<file path="src/rtl/ram64_pkg.sv">
// Shared sizing constants and address-field helpers for the RAM hierarchy
// (ram8 today, ram512/ram4k stages later).
package ram64_pkg;

    // Default data word width in bits.
    localparam int WIDTH_DEFAULT = 16;

    // Address split: upper field picks the bank, lower field picks the word.
    localparam int BANK_BITS = 3;
    localparam int WORD_BITS = 3;
    localparam int ADDR_BITS = BANK_BITS + WORD_BITS;

    localparam int BANKS = 1 << BANK_BITS;
    localparam int WORDS = 1 << WORD_BITS;

    // Bank index carried in the upper address bits.
    function automatic logic [BANK_BITS-1:0] bank_of(input logic [ADDR_BITS-1:0] a);
        return a[ADDR_BITS-1:WORD_BITS];
    endfunction

    // Word index within a bank, carried in the lower address bits.
    function automatic logic [WORD_BITS-1:0] word_of(input logic [ADDR_BITS-1:0] a);
        return a[WORD_BITS-1:0];
    endfunction

endpackage

</file>
<file path="src/rtl/dmux8.sv">
// 1-to-8 demultiplexer: routes d to the output selected by addr, all other
// outputs are 0. Result is one-hot when d=1 and all-zero when d=0.
module dmux8 (
    input  logic       d,
    input  logic [2:0] addr,
    output logic [7:0] out
);

    // Default every output low, then steer d onto the selected line.
    always_comb begin
        out       = '0;
        out[addr] = d;
    end

endmodule

</file>
<file path="src/rtl/ram8.sv">
// Eight-word register bank with asynchronous active-low clear and a
// combinational read port. The write enable is decoded per word by dmux8.
module ram8
    import ram64_pkg::*;
#(
    parameter int WIDTH = WIDTH_DEFAULT
) (
    input  logic                 clk,
    input  logic                 rst_n,
    input  logic [WIDTH-1:0]     in,
    input  logic                 load,
    input  logic [WORD_BITS-1:0] addr,
    output logic [WIDTH-1:0]     out
);

    logic [WORDS-1:0] word_load;
    logic [WIDTH-1:0] regs [WORDS];

    dmux8 u_word_dmux (
        .d    (load),
        .addr (addr),
        .out  (word_load)
    );

    // Word storage: async clear to zero, otherwise only the decoded word loads.
    always_ff @(posedge clk or negedge rst_n) begin
        if (!rst_n) begin
            for (int i = 0; i < WORDS; i++) begin
                regs[i] <= '0;
            end
        end else begin
            for (int i = 0; i < WORDS; i++) begin
                if (word_load[i]) begin
                    regs[i] <= in;
                end
            end
        end
    end

    // Read is purely combinational, so the pre-edge value shows during a write.
    assign out = regs[addr];

endmodule

</file>
<file path="src/rtl/ram64.sv">
// 64-word RAM built from eight ram8 banks. addr[5:3] selects the bank for
// both the write-enable decode and the read mux; addr[2:0] goes to every bank.
module ram64
    import ram64_pkg::*;
#(
    parameter int WIDTH = WIDTH_DEFAULT
) (
    input  logic                 clk,
    input  logic                 rst_n,
    input  logic [WIDTH-1:0]     in,
    input  logic                 load,
    input  logic [ADDR_BITS-1:0] addr,
    output logic [WIDTH-1:0]     out
);

    logic [BANK_BITS-1:0] bank_sel;
    logic [WORD_BITS-1:0] word_sel;
    logic [BANKS-1:0]     bank_load;
    logic [WIDTH-1:0]     bank_out [BANKS];

    assign bank_sel = bank_of(addr);
    assign word_sel = word_of(addr);

    dmux8 u_bank_dmux (
        .d    (load),
        .addr (bank_sel),
        .out  (bank_load)
    );

    for (genvar b = 0; b < BANKS; b++) begin : g_bank
        ram8 #(
            .WIDTH (WIDTH)
        ) u_ram8 (
            .clk   (clk),
            .rst_n (rst_n),
            .in    (in),
            .load  (bank_load[b]),
            .addr  (word_sel),
            .out   (bank_out[b])
        );
    end

    // 8-way output mux on the bank field; no register on the read path.
    always_comb begin
        out = bank_out[bank_sel];
    end

endmodule

</file>
<file path="config.mk">
export PLATFORM = sky130hd
export DESIGN_NAME = ram64
export DESIGN_NICKNAME = d
export VERILOG_FILES = /design/src/rtl/ram64_pkg.sv /design/src/rtl/dmux8.sv /design/src/rtl/ram8.sv /design/src/rtl/ram64.sv
export SDC_FILE = /design/constraint.sdc
export NUM_CORES = 1
export LEC_CHECK = 0
export ABC_AREA = 0
export BUFFER_PORTS_ARGS = -buffer_cell sky130_fd_sc_hd__buf_2
export CAP_MARGIN = 20
export CORE_UTILIZATION = 50
export CTS_CLUSTER_DIAMETER = 200
export DETAILED_ROUTE_END_ITERATION = 7
export PLACE_DENSITY = 0.65
export SLEW_MARGIN = 15
export SYNTH_ARGS = -nofsm -noshare
export SYNTH_HDL_FRONTEND = slang
export SYNTH_SLANG_ARGS = --single-unit
</file>
<file path="constraint.sdc">
create_clock -name clk -period 5.3 [get_ports clk]
set_input_delay 1.59 -clock clk [delete_from_list [all_inputs] [get_ports clk]]
set_output_delay 1.59 -clock clk [all_outputs]
set_load 0.005 [all_outputs]
</file>
==> metrics.txt <==
outcome finished with violations; failing checks setup timing; Setup crit end kind output pin; placed inst area 51500 sq um; fin crit period 5.49 ns; Synth cell types 65; net switching power figure 5260 uW; Placer Congestion 0.937; Inserted Diodes 0; final setup fails 15; # rows 112; input/output buffers 40; reg2reg end g_bank[0].u_ram8.regs[122]$_DFFE_PN0P_; DR DRC count 0; commonest non-fill, non-tap cell in the layout mux2_2; root buffer cell clkbuf_16; fillcell total 7167; Final Hold Viols 0; CTS Hold Buffers Added 0; R2R cell count 1; Largest Register g_bank.u_ram8.regs; Async SR Flop Fraction 100%; CP startpoint kind input pin; DP Wirelength 104000 microns; CTS Sinks 1024; VDD IR max 0.284 mV; CTS clock-pin slew for the worst setup and hold paths 0.06 ns; actual transition at the worst max-transition pin 1.16 ns; worst rel slew slack 22.8%; area grow syn2layout 19.2%; gr usage total 33.8%; leakage power 0.0267 uW; mean post-synth cell area 13.9 sq um; vias 32700; pwr dens 358 nW/um^2; die span in y 310 microns; Max clock buf depth 3; RSZ-0062 raised after global routing yes; Total Nets Final 3718; CTS Buf Count 108; Final Cycle Share 103%; FF+latch count, synth 1024; dpl ws -0.590 ns; hold_sp g_bank[2].u_ram8.regs[106]$_DFFE_PN0P_; Regs by FF count g_bank.u_ram8.regs (1024); CTS tree done; Syn. warnings 0; initial antenna violation count 7; Core Box Area 93700 sq um; hold path endpoint g_bank[2].u_ram8.regs[106]$_DFFE_PN0P_; Multi-input gate area 20900 sq um; drt pass-1 iters 7; Fmax achieved 182 MHz; Post-synth EDFFs 0; ys flop type dfrtp_1; final setup margin -0.185 ns; CP Max Fanout 19; first-pass GRT wire length 236000 microns; Seq/Total Area, Yosys 53.9%; R2R setup slack 4.49 ns; final wirelength 160000 microns; post-route cell area 56600 sq um; overall overflow remaining after global route 0; clock latency at the later pin of the worst-skew pair 0.70 ns; Synth Instances 3411; most frequent cells in the layout 1127 x mux2_2, 1024 x dfrtp_1, 370 x buf_4; area of the die 96200 sq um; share of cells above drive strength 1 53.8%; sw frac 25.9%; Antenna Nets Post-Route 0; Max-Cap Viols 0; H-tree depth 3; Post-Synthesis Cell Area 47500 sq um; chip width 310 microns; DR vias/cell 6.50; Mapped Nets 3436; Seq. cell area 25600 sq um; largest net degree at the start of global routing 139; clk_skew 0 ns; initial core utilization 50.7%; # IOs 41; proportion of power drawn by the clock network 38.4%; WP data arrival 3.90 ns; Hold Path Class reg -> reg; max-slew violations 0; Pint 15000 uW; R2R Path Start g_bank[0].u_ram8.regs[122]$_DFFE_PN0P_; Routed wire per std cell 31.8 microns; max reg flops 1024; CP required 3.71 ns; crit path kind in -> out; Starting DRT DRC Count 3452; hold path cells 1; Logic pwr share 15.3%; vias in the first global route 34400; Flop pwr share 46.4%
critical path: stages:
cell and delay, ns:
buf_12 0.10, buf_12 0.17, buf_4 0.17, nor3_2 0.06, buf_4 0.16, a221o_1 0.37
o2111ai_1 0.22, a22oi_1 0.11, buf_4 0.17, nand4b_1 0.47, buf_2 0.29
power groups by stage:
stage	Clock, uW	Combinational (uW)	Sequential (uW)
finish	7780	3100	9400
detailed placement	0	2880	9510
global route	8180	3270	9520
floorplan	0	1800	9330
CTS	7860	3020	9380
global placement	0	2780	9420
stage by stage:
| step | TNS (ns) | utilization (%) | hold slack [ns] | cells | power, uW |
|---|---|---|---|---|---|
| 5_1_grt | -1.74 | 60.4 | 0.505 | 5030 | 21000 |
| 2_1_floorplan | 0 | - | 0.459 | 3411 | 11100 |
| 3_3_place_gp | -5.23 | 54.9 | 0.470 | 4780 | 12200 |
| 3_5_place_dp | -5.30 | 54.9 | 0.477 | 4780 | 12400 |
| 4_1_cts | -0.834 | 59.9 | 0.491 | 5022 | 20300 |
| 6_report | -1.79 | 60.4 | 0.490 | 5030 | 20300 |
per-layer routing:
| metal | GRT usage (%) | up-vias | wire length, microns |
|---|---|---|---|
| li1 | - | 13300 | - |
| met1 | 45.3 | 17400 | 65300 |
| met2 | 51.5 | 1558 | 72600 |
| met3 | 8.80 | 418 | 14300 |
| met4 | 15.5 | 2 | 7850 |
| met5 | 0 | - | 13 |
worst max path at each step:
stage	slack, ns	startpoint	endpoint	cells past startpoint
2_1_floorplan	0.46	addr[2]	out[4]	10
4_1_cts	-0.13	addr[2]	out[10]	9
3_3_place_gp	-0.59	addr[1]	out[8]	10
5_1_grt	-0.19	addr[2]	out[2]	10
3_5_place_dp	-0.59	addr[1]	out[8]	10
6_report	-0.19	addr[0]	out[2]	11
final cells by class:
class / instances / share of cell area, %
Timing Repair Buffer: 504 / 8.57
Clock inverter: 24 / 0.497
Inverter: 4 / 0.0486
Multi-Input combinational cell: 2051 / 36.9
Clock buffer: 169 / 5.95
Sequential cell: 1024 / 45.3
Tap cell: 1254 / 2.77
repair_timing:
| item | 4_1_cts | 5_1_grt |
|---|---|---|
| setup endpoints to repair | 16 | 16 |
| gates resized for setup | 132 | 72 |
| pin swaps | 26 | 12 |
| gates cloned | 6 | 1 |
| buffers inserted | 44 | 7 |
kinds of logic after synthesis:
logic type             after synthesis  synth area share [%]
AO/OA/AOI/OAI                      503                  8.10
buffers and inverters              338                  3.53
flip-flops                        1024                  53.9
multiplexers                      1311                  31.8
AND/OR/NAND/NOR                    235                  2.64
cells in the mapped netlist, types with 5 or more instances:
cell	instances	area share, %
a211o_1	12	0.22
a211oi_1	14	0.22
a21oi_1	63	0.66
a221o_1	47	0.99
a221oi_1	92	1.7
a221oi_2	5	0.16
a22o_1	24	0.44
a22oi_1	69	1.1
a31oi_1	10	0.13
and3_1	5	0.066
buf_1	27	0.21
buf_2	111	1.2
buf_4	38	0.60
buf_6	17	0.40
clkbuf_1	141	1.1
dfrtp_1	1024	54
mux2_1	7	0.17
mux2_2	1135	27
mux2_4	7	0.22
mux2i_1	121	2.5
mux4_2	41	1.9
nand2_1	76	0.60
nand2_2	9	0.12
nand2b_1	7	0.092
nand3_1	14	0.15
nand3b_1	8	0.13
nand4_1	8	0.11
nor2_1	29	0.23
nor2_2	30	0.40
nor2b_1	5	0.066
nor3_1	9	0.095
nor3b_1	5	0.079
o211ai_1	18	0.28
o21ai_0	65	0.68
o221ai_1	22	0.41
o22ai_1	11	0.14
o2bb2ai_1	24	0.44
or4_1	7	0.11
(Power assumes the default switching activity.)
